File: src/rtl/vector_div_issue_ctrl_if.sv
// Operand-in / result-out handshake bundle for the divider issue/collect stage.
interface vector_div_issue_ctrl_if #(
    parameter int VECTOR_WIDTH = 57,
    parameter int NUM_COMP     = 3
);
    logic                    in_valid;
    logic                    in_ready;
    logic [VECTOR_WIDTH-1:0] in_vector_1;
    logic [VECTOR_WIDTH-1:0] in_vector_2;
    logic                    out_valid;
    logic                    out_ready;
    logic [VECTOR_WIDTH-1:0] out_vector;
    logic [NUM_COMP-1:0]     out_div0;

    modport master (
        output in_valid, in_vector_1, in_vector_2, out_ready,
        input  in_ready, out_valid, out_vector, out_div0
    );

    modport slave (
        input  in_valid, in_vector_1, in_vector_2, out_ready,
        output in_ready, out_valid, out_vector, out_div0
    );
endinterface

File: src/rtl/vector_div_issue_ctrl.sv
// Issue/collect stage around a fixed-latency, handshake-free sign-magnitude vector divider:
// input FIFO, credit-gated issue, in-flight valid pipe, result FIFO with divide-by-zero flags.
module vector_div_comp #(
    parameter int COMP_WIDTH = 19
) (
    input  logic [COMP_WIDTH-1:0] divisor,
    input  logic [COMP_WIDTH-1:0] quotient,
    input  logic                  div0,
    output logic [COMP_WIDTH-1:0] divisor_safe,
    output logic [COMP_WIDTH-1:0] quotient_sat,
    output logic                  is_zero
);
    localparam int MW = COMP_WIDTH - 1;

    // Zero magnitude (either sign) is replaced by 1 ulp so the divider never divides by zero.
    assign is_zero      = (divisor[MW-1:0] == '0);
    assign divisor_safe = is_zero ? {divisor[MW], MW'(1)} : divisor;
    assign quotient_sat = div0 ? {quotient[MW], {MW{1'b1}}} : quotient;
endmodule

module vector_div_issue_ctrl #(
    parameter int VECTOR_WIDTH = 57,
    parameter int COMP_WIDTH   = 19,
    parameter int IN_DEPTH     = 4,
    parameter int RES_DEPTH    = 4,
    parameter int DIV_LATENCY  = 2
) (
    input  logic                          clk,
    input  logic                          rst,
    vector_div_issue_ctrl_if.slave        bus,
    output logic [VECTOR_WIDTH-1:0]       div_vector_1,
    output logic [VECTOR_WIDTH-1:0]       div_vector_2,
    input  logic [VECTOR_WIDTH-1:0]       div_out_vector
);
    localparam int NC  = VECTOR_WIDTH / COMP_WIDTH;
    localparam int IAW = $clog2(IN_DEPTH);
    localparam int RAW = $clog2(RES_DEPTH);
    localparam int FW  = $clog2(DIV_LATENCY + 2);
    localparam int CW  = RAW + FW + 1;
    localparam logic [IAW:0]  IN_FULL  = (IAW+1)'(IN_DEPTH);
    localparam logic [RAW:0]  RES_FULL = (RAW+1)'(RES_DEPTH);
    localparam logic [CW-1:0] RES_CRED = CW'(RES_DEPTH);

    logic [VECTOR_WIDTH-1:0] in_mem1 [IN_DEPTH];
    logic [VECTOR_WIDTH-1:0] in_mem2 [IN_DEPTH];
    logic [IAW-1:0]          in_wr, in_rd;
    logic [IAW:0]            in_count;

    logic [VECTOR_WIDTH-1:0] res_mem  [RES_DEPTH];
    logic [NC-1:0]           res_div0 [RES_DEPTH];
    logic [RAW-1:0]          res_wr, res_rd;
    logic [RAW:0]            res_count;

    logic [DIV_LATENCY:0]           vld_pipe;
    logic [DIV_LATENCY:0][NC-1:0]   div0_pipe;
    logic [FW-1:0]                  inflight;

    logic [VECTOR_WIDTH-1:0] head_v1, head_v2, safe_v2, cap_vec;
    logic [NC-1:0]           zero_flags;
    logic                    push, pop, issue, cap;

    assign head_v1 = in_mem1[in_rd];
    assign head_v2 = in_mem2[in_rd];

    for (genvar g = 0; g < NC; g++) begin : g_comp
        vector_div_comp #(.COMP_WIDTH(COMP_WIDTH)) u_comp (
            .divisor      (head_v2[g*COMP_WIDTH +: COMP_WIDTH]),
            .quotient     (div_out_vector[g*COMP_WIDTH +: COMP_WIDTH]),
            .div0         (div0_pipe[DIV_LATENCY][g]),
            .divisor_safe (safe_v2[g*COMP_WIDTH +: COMP_WIDTH]),
            .quotient_sat (cap_vec[g*COMP_WIDTH +: COMP_WIDTH]),
            .is_zero      (zero_flags[g])
        );
    end

    always_comb begin
        inflight = '0;
        for (int i = 0; i <= DIV_LATENCY; i++) inflight = inflight + FW'(vld_pipe[i]);
    end

    assign bus.in_ready  = (in_count != IN_FULL);
    assign bus.out_valid = (res_count != '0);
    assign bus.out_vector = res_mem[res_rd];
    assign bus.out_div0   = res_div0[res_rd];

    assign push = bus.in_valid & bus.in_ready;
    assign pop  = bus.out_valid & bus.out_ready;
    assign cap  = vld_pipe[DIV_LATENCY];
    // A same-cycle pop frees a slot, so it counts as a credit; keeps 1 result/cycle when streaming.
    assign issue = (in_count != '0) &&
                   ((CW'(inflight) + CW'(res_count)) < (RES_CRED + CW'(pop)));

    always_ff @(posedge clk) begin
        if (push) begin
            in_mem1[in_wr] <= bus.in_vector_1;
            in_mem2[in_wr] <= bus.in_vector_2;
        end
    end

    always_ff @(posedge clk or posedge rst) begin
        if (rst) begin
            in_wr        <= '0;
            in_rd        <= '0;
            in_count     <= '0;
            res_wr       <= '0;
            res_rd       <= '0;
            res_count    <= '0;
            vld_pipe     <= '0;
            div0_pipe    <= '0;
            div_vector_1 <= '0;
            div_vector_2 <= '0;
            for (int i = 0; i < RES_DEPTH; i++) begin
                res_mem[i]  <= '0;
                res_div0[i] <= '0;
            end
        end else begin
            if (push) in_wr <= in_wr + 1'b1;
            if (issue) begin
                in_rd        <= in_rd + 1'b1;
                div_vector_1 <= head_v1;
                div_vector_2 <= safe_v2;
            end
            case ({push, issue})
                2'b10:   in_count <= in_count + 1'b1;
                2'b01:   in_count <= in_count - 1'b1;
                default: ;
            endcase

            vld_pipe  <= {vld_pipe[DIV_LATENCY-1:0], issue};
            div0_pipe <= {div0_pipe[DIV_LATENCY-1:0], issue ? zero_flags : '0};

            if (cap) begin
                res_mem[res_wr]  <= cap_vec;
                res_div0[res_wr] <= div0_pipe[DIV_LATENCY];
                res_wr           <= res_wr + 1'b1;
            end
            if (pop) res_rd <= res_rd + 1'b1;
            case ({cap, pop})
                2'b10:   res_count <= res_count + 1'b1;
                2'b01:   res_count <= res_count - 1'b1;
                default: ;
            endcase
        end
    end

    assert property (@(posedge clk) disable iff (rst) !(cap && !pop && res_count == RES_FULL));
endmodule
File: src/flat_wrapper.sv
// flat-port wrapper written by rule: the top's interface ports become plain ports
module vector_div_issue_ctrl_flat 
#(
    parameter int VECTOR_WIDTH = 57,
    parameter int COMP_WIDTH   = 19,
    parameter int IN_DEPTH     = 4,
    parameter int RES_DEPTH    = 4,
    parameter int DIV_LATENCY  = 2
)
  (clk, rst, div_vector_1, div_vector_2, div_out_vector, bus_in_valid, bus_in_vector_1, bus_in_vector_2, bus_out_ready, bus_in_ready, bus_out_valid, bus_out_vector, bus_out_div0);
  vector_div_issue_ctrl_if #(.VECTOR_WIDTH(VECTOR_WIDTH)) bus_i ();
  input  logic clk;
  input  logic rst;
  output logic [VECTOR_WIDTH-1:0] div_vector_1;
  output logic [VECTOR_WIDTH-1:0] div_vector_2;
  input  logic [VECTOR_WIDTH-1:0] div_out_vector;
  input wire logic [$bits(bus_i.in_valid)-1:0] bus_in_valid;
  input wire logic [$bits(bus_i.in_vector_1)-1:0] bus_in_vector_1;
  input wire logic [$bits(bus_i.in_vector_2)-1:0] bus_in_vector_2;
  input wire logic [$bits(bus_i.out_ready)-1:0] bus_out_ready;
  output wire logic [$bits(bus_i.in_ready)-1:0] bus_in_ready;
  output wire logic [$bits(bus_i.out_valid)-1:0] bus_out_valid;
  output wire logic [$bits(bus_i.out_vector)-1:0] bus_out_vector;
  output wire logic [$bits(bus_i.out_div0)-1:0] bus_out_div0;
  assign bus_i.in_valid = bus_in_valid;
  assign bus_i.in_vector_1 = bus_in_vector_1;
  assign bus_i.in_vector_2 = bus_in_vector_2;
  assign bus_i.out_ready = bus_out_ready;
  assign bus_in_ready = bus_i.in_ready;
  assign bus_out_valid = bus_i.out_valid;
  assign bus_out_vector = bus_i.out_vector;
  assign bus_out_div0 = bus_i.out_div0;
  vector_div_issue_ctrl #(.VECTOR_WIDTH(VECTOR_WIDTH), .COMP_WIDTH(COMP_WIDTH), .IN_DEPTH(IN_DEPTH), .RES_DEPTH(RES_DEPTH), .DIV_LATENCY(DIV_LATENCY)) u_core (.clk(clk), .rst(rst), .bus(bus_i), .div_vector_1(div_vector_1), .div_vector_2(div_vector_2), .div_out_vector(div_out_vector));
endmodule
File: config.mk
export PLATFORM = sky130hd
export DESIGN_NAME = vector_div_issue_ctrl_flat
export DESIGN_NICKNAME = d
export VERILOG_FILES = /design/src/rtl/vector_div_issue_ctrl_if.sv /design/src/rtl/vector_div_issue_ctrl.sv /design/src/flat_wrapper.sv
export SDC_FILE = /design/constraint.sdc
export NUM_CORES = 1
export LEC_CHECK = 0
export CELL_PAD_IN_SITES_DETAIL_PLACEMENT = 0
export CELL_PAD_IN_SITES_GLOBAL_PLACEMENT = 2
export CORE_MARGIN = 4
export CORE_UTILIZATION = 44
export DETAILED_ROUTE_END_ITERATION = 8
export DONT_BUFFER_PORTS = 1
export GPL_ROUTABILITY_DRIVEN = 0
export PLACE_DENSITY = 0.72
export SETUP_SLACK_MARGIN = 0.5
export SLEW_MARGIN = 20
export SYNTH_ARGS = -nofsm -noshare
export SYNTH_HDL_FRONTEND = slang
export SYNTH_HIERARCHICAL = 1
export SYNTH_SLANG_ARGS = --single-unit
File: constraint.sdc
create_clock -name clk -period 14.85 [get_ports clk]
set_input_delay 4.455 -clock clk [delete_from_list [all_inputs] [get_ports clk]]
set_output_delay 4.455 -clock clk [all_outputs]
set_load 0.005 [all_outputs]
Word level (Yosys, flattened, before mapping). Memories as Yosys holds them, arrays and structs flattened. A register that Yosys moved wholly into a read port is not among the register bits. Index checks and enable logic that the tools add are counted.

Magnitude comparators: 4. Bitwise logic cells: 4. Eq/ne operators: 5. Add/subtract/negate cells: 12. Muxes and demuxes: 23. Reduce and logical (&&, ||, !) cells: 9.

Operators with widths (number): bitwise mux 228 bit (1); 2-to-1 mux 57 bit (3); binary-select mux 57 bit (select 2 bit) (1); demux 57 bit (select 2 bit) (1); 2-to-1 mux 18 bit (6); logical NOT 18 bit (3); bitwise mux 12 bit (1); 2-to-1 mux 3 bit (4); case mux 3 bit (2 select lines) (2); adder 2 x 1 -> 2 bit (second input constant) (4); adder 3 x 1 -> 3 bit (second input constant) (2); binary-select mux 3 bit (select 2 bit) (1); demux 3 bit (select 2 bit) (1); >= comparator 3 bit (second input constant) (2); inverter 2 -> 3 bit (2); nonzero test 3 bit (2); subtractor 3 x 1 -> 3 bit (second input constant) (2); less-than comparator 5 bit (1); adder 2 x 3 -> 4 bit (1); adder 3 x 1 -> 4 bit (first input constant) (1); == test 2 x 1 -> 1 bit (second input constant) (2); == test 2 bit (second input constant) (2); nonzero test 2 bit (2); less-than comparator 3 x 1 -> 1 bit (second input constant) (1); 6 further kinds (9).

Memories: 2. Bits in registers: 323. Word-level logic and storage cells: 78. Bits in writable memories: 456. Output and inout port bits: 176. Input bits: 175.

Memories: u_core.in_mem1 (words 4, width 57, read ports 1, clocked after memory_dff 1, wr ports 1, line vector_div_issue_ctrl.sv:44) `logic [VECTOR_WIDTH-1:0] in_mem1 [IN_DEPTH];`; u_core.in_mem2 (words 4, width 57, read ports 1, clocked after memory_dff 0, wr ports 1, line vector_div_issue_ctrl.sv:45) `logic [VECTOR_WIDTH-1:0] in_mem2 [IN_DEPTH];`.

Depth between registers and ports, before layout.
Depth in word-level cells: 7. Mapped depth: 16. Gate-level depth less buffers: 14.

By module. The synthesis kept the hierarchy.

By module, submodules not included: vector_div_issue_ctrl (cells each 1521, instances 1, area each 32127.1 um^2, sequential area each 23202.3 um^2); vector_div_comp (cells each 47, instances 3, area each 247.7 um^2, sequential area each 0.0 um^2).

Least setup slack after synthesis. OpenSTA, ideal clock, no wires.

Path type: input to register. From: in bus_in_valid. To: mem u_core.in_mem1[1][0], enable pin. Data required time: 14.363 ns. Arrival: 7.136 ns. Stages: 1. Buffers on the path: 0. Path slack: 7.227 ns. Setup time: 0.487 ns. Cell sequence: and3_1.

Word-level cells in the longest chain between the ends: 3.

RTL lines: start: declaration (line flat_wrapper.sv:17) `input wire logic [$bits(bus_i.in_valid)-1:0] bus_in_valid;`; AND 1 bit (line vector_div_issue_ctrl.sv:86) `assign push = bus.in_valid & bus.in_ready;`; 2-to-1 mux 1 bit (line vector_div_issue_ctrl.sv:94) `if (push) begin`; 2-to-1 mux 1 bit (not written as such) (line vector_div_issue_ctrl.sv:95) `in_mem1[in_wr] <= bus.in_vector_1;`; end: declaration (line vector_div_issue_ctrl.sv:44).

Every way passes these cells.

Worst setup path in the final report.
From: reg u_core.res_rd[0]. To: out bus_out_vector[35].

Word-level cells in the longest chain between the ends: 4.

RTL lines: start: declaration (line vector_div_issue_ctrl.sv:51) `logic [RAW-1:0] res_wr, res_rd;`; start signal: assignment (line vector_div_issue_ctrl.sv:137) `if (pop) res_rd <= res_rd + 1'b1;`; inverter 2 -> 3 bit (not written as such) (line vector_div_issue_ctrl.sv:83) `assign bus.out_vector = res_mem[res_rd];`; binary-select mux 57 bit (select 2 bit) (line vector_div_issue_ctrl.sv:83); 2-to-1 mux 57 bit (not written as such) (2 in a row) (line vector_div_issue_ctrl.sv:83); end: declaration (line flat_wrapper.sv:23) `output wire logic [$bits(bus_i.out_vector)-1:0] bus_out_vector;`.

Every way passes these cells. The select of a mux whose other input is x is not followed.

==> summary.txt <==
Clock tree
  – CTS max path bufs: 3
  – Clk pin slew, worst setup/hold paths: 0.06 ns
  – Hold Buf Count CTS: 0
  – Post-CTS Setup Repair Bufs: 0
  – # H-tree levels: 3
  – Clk root buf: clkbuf_16
  – Total CTS buffers: 90
  – CTS tree: done
  – Resized cells post-CTS: 0
  – Insertion delay to the later sink of the worst-skew pair: 0.65 ns
  – CTS sink cnt: 836

GRT
  – First-pass GRT wire length: 104000 um
  – Grt total ovfl: 0
  – Largest net degree at the start of global routing: 168
  – Gr usage total: roughly 17%
  – Initial antenna violation count: 6
  – Vias in the first global route: 16100

Setup path
  – Crit path required time: around 10 ns
  – Slowest cell on crit path: buf_4
  – Worst-path fanout max: 46
  – CP Capture Type: primary output
  – Critical Path Source Type: flip-flop
  – Slowest stage delay, CP: 0.79 ns
  – Worst EP arrival: between 2 and 3 ns
  – Crit Path Class: reg -> out
  – Critical-path cell list: buf_4 -> mux4_2

Run status
  – Status: finished, final reports clean

Logic synthesis
  – Synth area leader: edfxtp_1
  – Top cells by area, synth: edfxtp_1 42%, dfrtp_1 29%, mux4_2 12%, mux2_2 8.6%, mux2_1 3.6%
  – Ys flop type: edfxtp_1
  – Yosys reg bits: about 840
  – Register area share after synthesis: 70.6%
  – Synth top area share: 41.7%
  – Syn Area/Cell: 19.8 um^2
  – Synthesized cell area: 32900 um^2
  – Most frequent cell after synthesis: edfxtp_1
  – Count of different cell masters after synthesis: 31
  – YS warnings: 6
  – Commonest cells in the netlist: 456 x edfxtp_1, 380 x dfrtp_1, 250 x mux2_2, 174 x mux4_2, 105 x mux2_1
  – Synth Instances: 1662
  – Syn Nets: ~1900
  – Number of synthesized flops with an enable pin: between 400 and 500
  – Post-synth ARST share: between 40 and 50%

STA
  – RSZ-0062 raised after global routing: no
  – Post-route setup TNS: 0 ns
  – Post-route clock skew: between 0.04 and 0.05 ns
  – Pins over their slew limit: 0
  – Max Fclk: 138 MHz
  – Final hold vios: 0
  – Period utilization: approximately half
  – Final setup vio count: 0
  – Final Critical Period: 7.24 ns
  – Slew margin rel.: 26.4%
  – Worst slew pin tran: 1.10 ns

Detailed routing
  – Vias: roughly 15000
  – Routed WL per cell: 25.7 um
  – Routed Antenna Nets: 0
  – Drt drc: 0
  – DRT Pass-1 Iters: 4
  – Post-DR vias/cell: about 5.5
  – Drt total wl: 68700 um
  – 1st-iter DRT viols: 702

Floorplanning
  – FP Rows: 99
  – Core ar.: approximately 73000 um^2
  – Height of the die: 281 um
  – Io pins: 351
  – Initial core utilization: approximately 45%
  – Die area: between 70000 and 80000 um^2
  – Die W: 281 um

Power
  – Total Power: 8.69 mW
  – Pleak: roughly 13 nW
  – Power Dens Cells: around 240 nW/um^2
  – Maximum vdd drop: 0.245 mV

Final layout
  – Layout cells sized above 1: 37.7%
  – Area growth, synth to finish: 11.5%
  – Post-layout net count: approximately 1800

Min path
  – Hold WC Path Type: reg -> reg

Placed design
  – Port-buffer cells: 0
  – Final HPWL DP: around 40000 um

Flow run
  – Max Cap Viol: 0
-- where the power goes --
group / switching, mW / internal [mW]
clock: 0.902 / 1.29
combinational: 1.28 / 1.43
sequential: 0.492 / 3.29
-- layer usage --
metal / global-route usage (%) / wire (um) / vias up
met4: 5.75 / 1950 / 2
met2: 29.7 / 35000 / 340
met1: 20.6 / 26100 / 7913
li1: - / - / 6343
met3: 6.77 / 5630 / 120
met5: 0 / 13 / -
-- final cells by class --
cell class | count | area (um^2)
antenna | 5 | 12.5
clock buffer | 135 | 2560
clock inverter | 33 | 414
fill | 5954 | 36800
inverter | 20 | 78.8
multi-input combinational | 668 | 8980
sequential | 836 | 23200
tap | 959 | 1200
timing repair buffer | 18 | 176
-- stage by stage --
stage                     util, %  hold WS (ns)  area, um^2  std cells  setup slack [ns]
after global routing         49.9         0.353       36600       2671              7.38
after detailed placement     45.8         0.341       33700       2501              7.81
after CTS                    49.9         0.353       36600       2669              7.46
after floorplan                 -         0.331       32900       1662              5.29
after global placement       45.8         0.336       33600       2500              7.85
final                        49.9         0.351       36600       2674              7.61
-- flip-flops by register name (all words and copies together) (netlist names), 3 cells and up --
| register | count |
|---|---|
| u_core/in_mem1 | 228 |
| u_core/in_mem2 | 228 |
| u_core/res_mem | 228 |
| u_core/div_vector_1 | 57 |
| u_core/div_vector_2 | 57 |
| u_core/res_div0 | 12 |
| u_core/div0_pipe | 9 |
| u_core/in_count | 3 |
| u_core/res_count | 3 |
| u_core/vld_pipe | 3 |
-- cells in the final DEF (no fill, tap or decap), drive strengths merged --
cell type  Yosys  final
diode          0      5
bufinv         0      5
nor4          12     12
clkinvlp       0      2
nand3          5      5
nand2         10     10
o21ai          2      2
clkbuf        64    135
fa             4      4
ha            12     12
mux4         174    174
or3            2      2
and2           1      1
dfrtp        380    380
nor2          11     11
inv           20     21
nand2b         1      1
nand4          1      1
clkinv         0     25
mux2         355    355
mux2i          2      2
o31ai          1      1
o21bai         3      3
edfxtp       456    456
xnor2          8      8
xor2           5      5
a21o           1      1
or2           54     54
buf           74     18
and3           4      4
-- cells by family (layout without fill, tap and decap cells) --
kind of cell               Yosys count  in the layout  share of synthesized area [%]
AOI/OAI and AO/OA                    7              7                          0.206
DFF                                836            836                           70.6
muxes                              531            531                           24.1
buffers and inverters              158            206                           2.27
adders and majority gates           16             16                          0.700
other                                0              5                              0
xor gates and xnor gates            13             13                          0.346
and+or+nand+nor                    101            101                           1.74
-- worst paths after layout --
kind	start	endpoint	slack [ns]	cells past startpoint
max	u_core/res_rd[0]	bus_out_vector[35]	7.61	2
min	u_core/div0_pipe[4]	u_core/div0_pipe[7]	0.35	0
max reg2reg	u_core/vld_pipe[2]	u_core/div_vector_2[1]	10.76	10
min reg2reg	u_core/div0_pipe[4]	u_core/div0_pipe[7]	0.35	0
max in group asynchronous	rst	u_core/res_mem[139]	9.25	3
min in group asynchronous	rst	u_core/div_vector_1[50]	3.69	1
-- critical path, delay by kind of cell (launching register included) --
kind	cells	cell delay (ns)
flip-flops	1	0.65
multiplexers	1	0.66
buffers and inverters	1	0.79
Note: power is estimated with default switching activity, not from simulation.
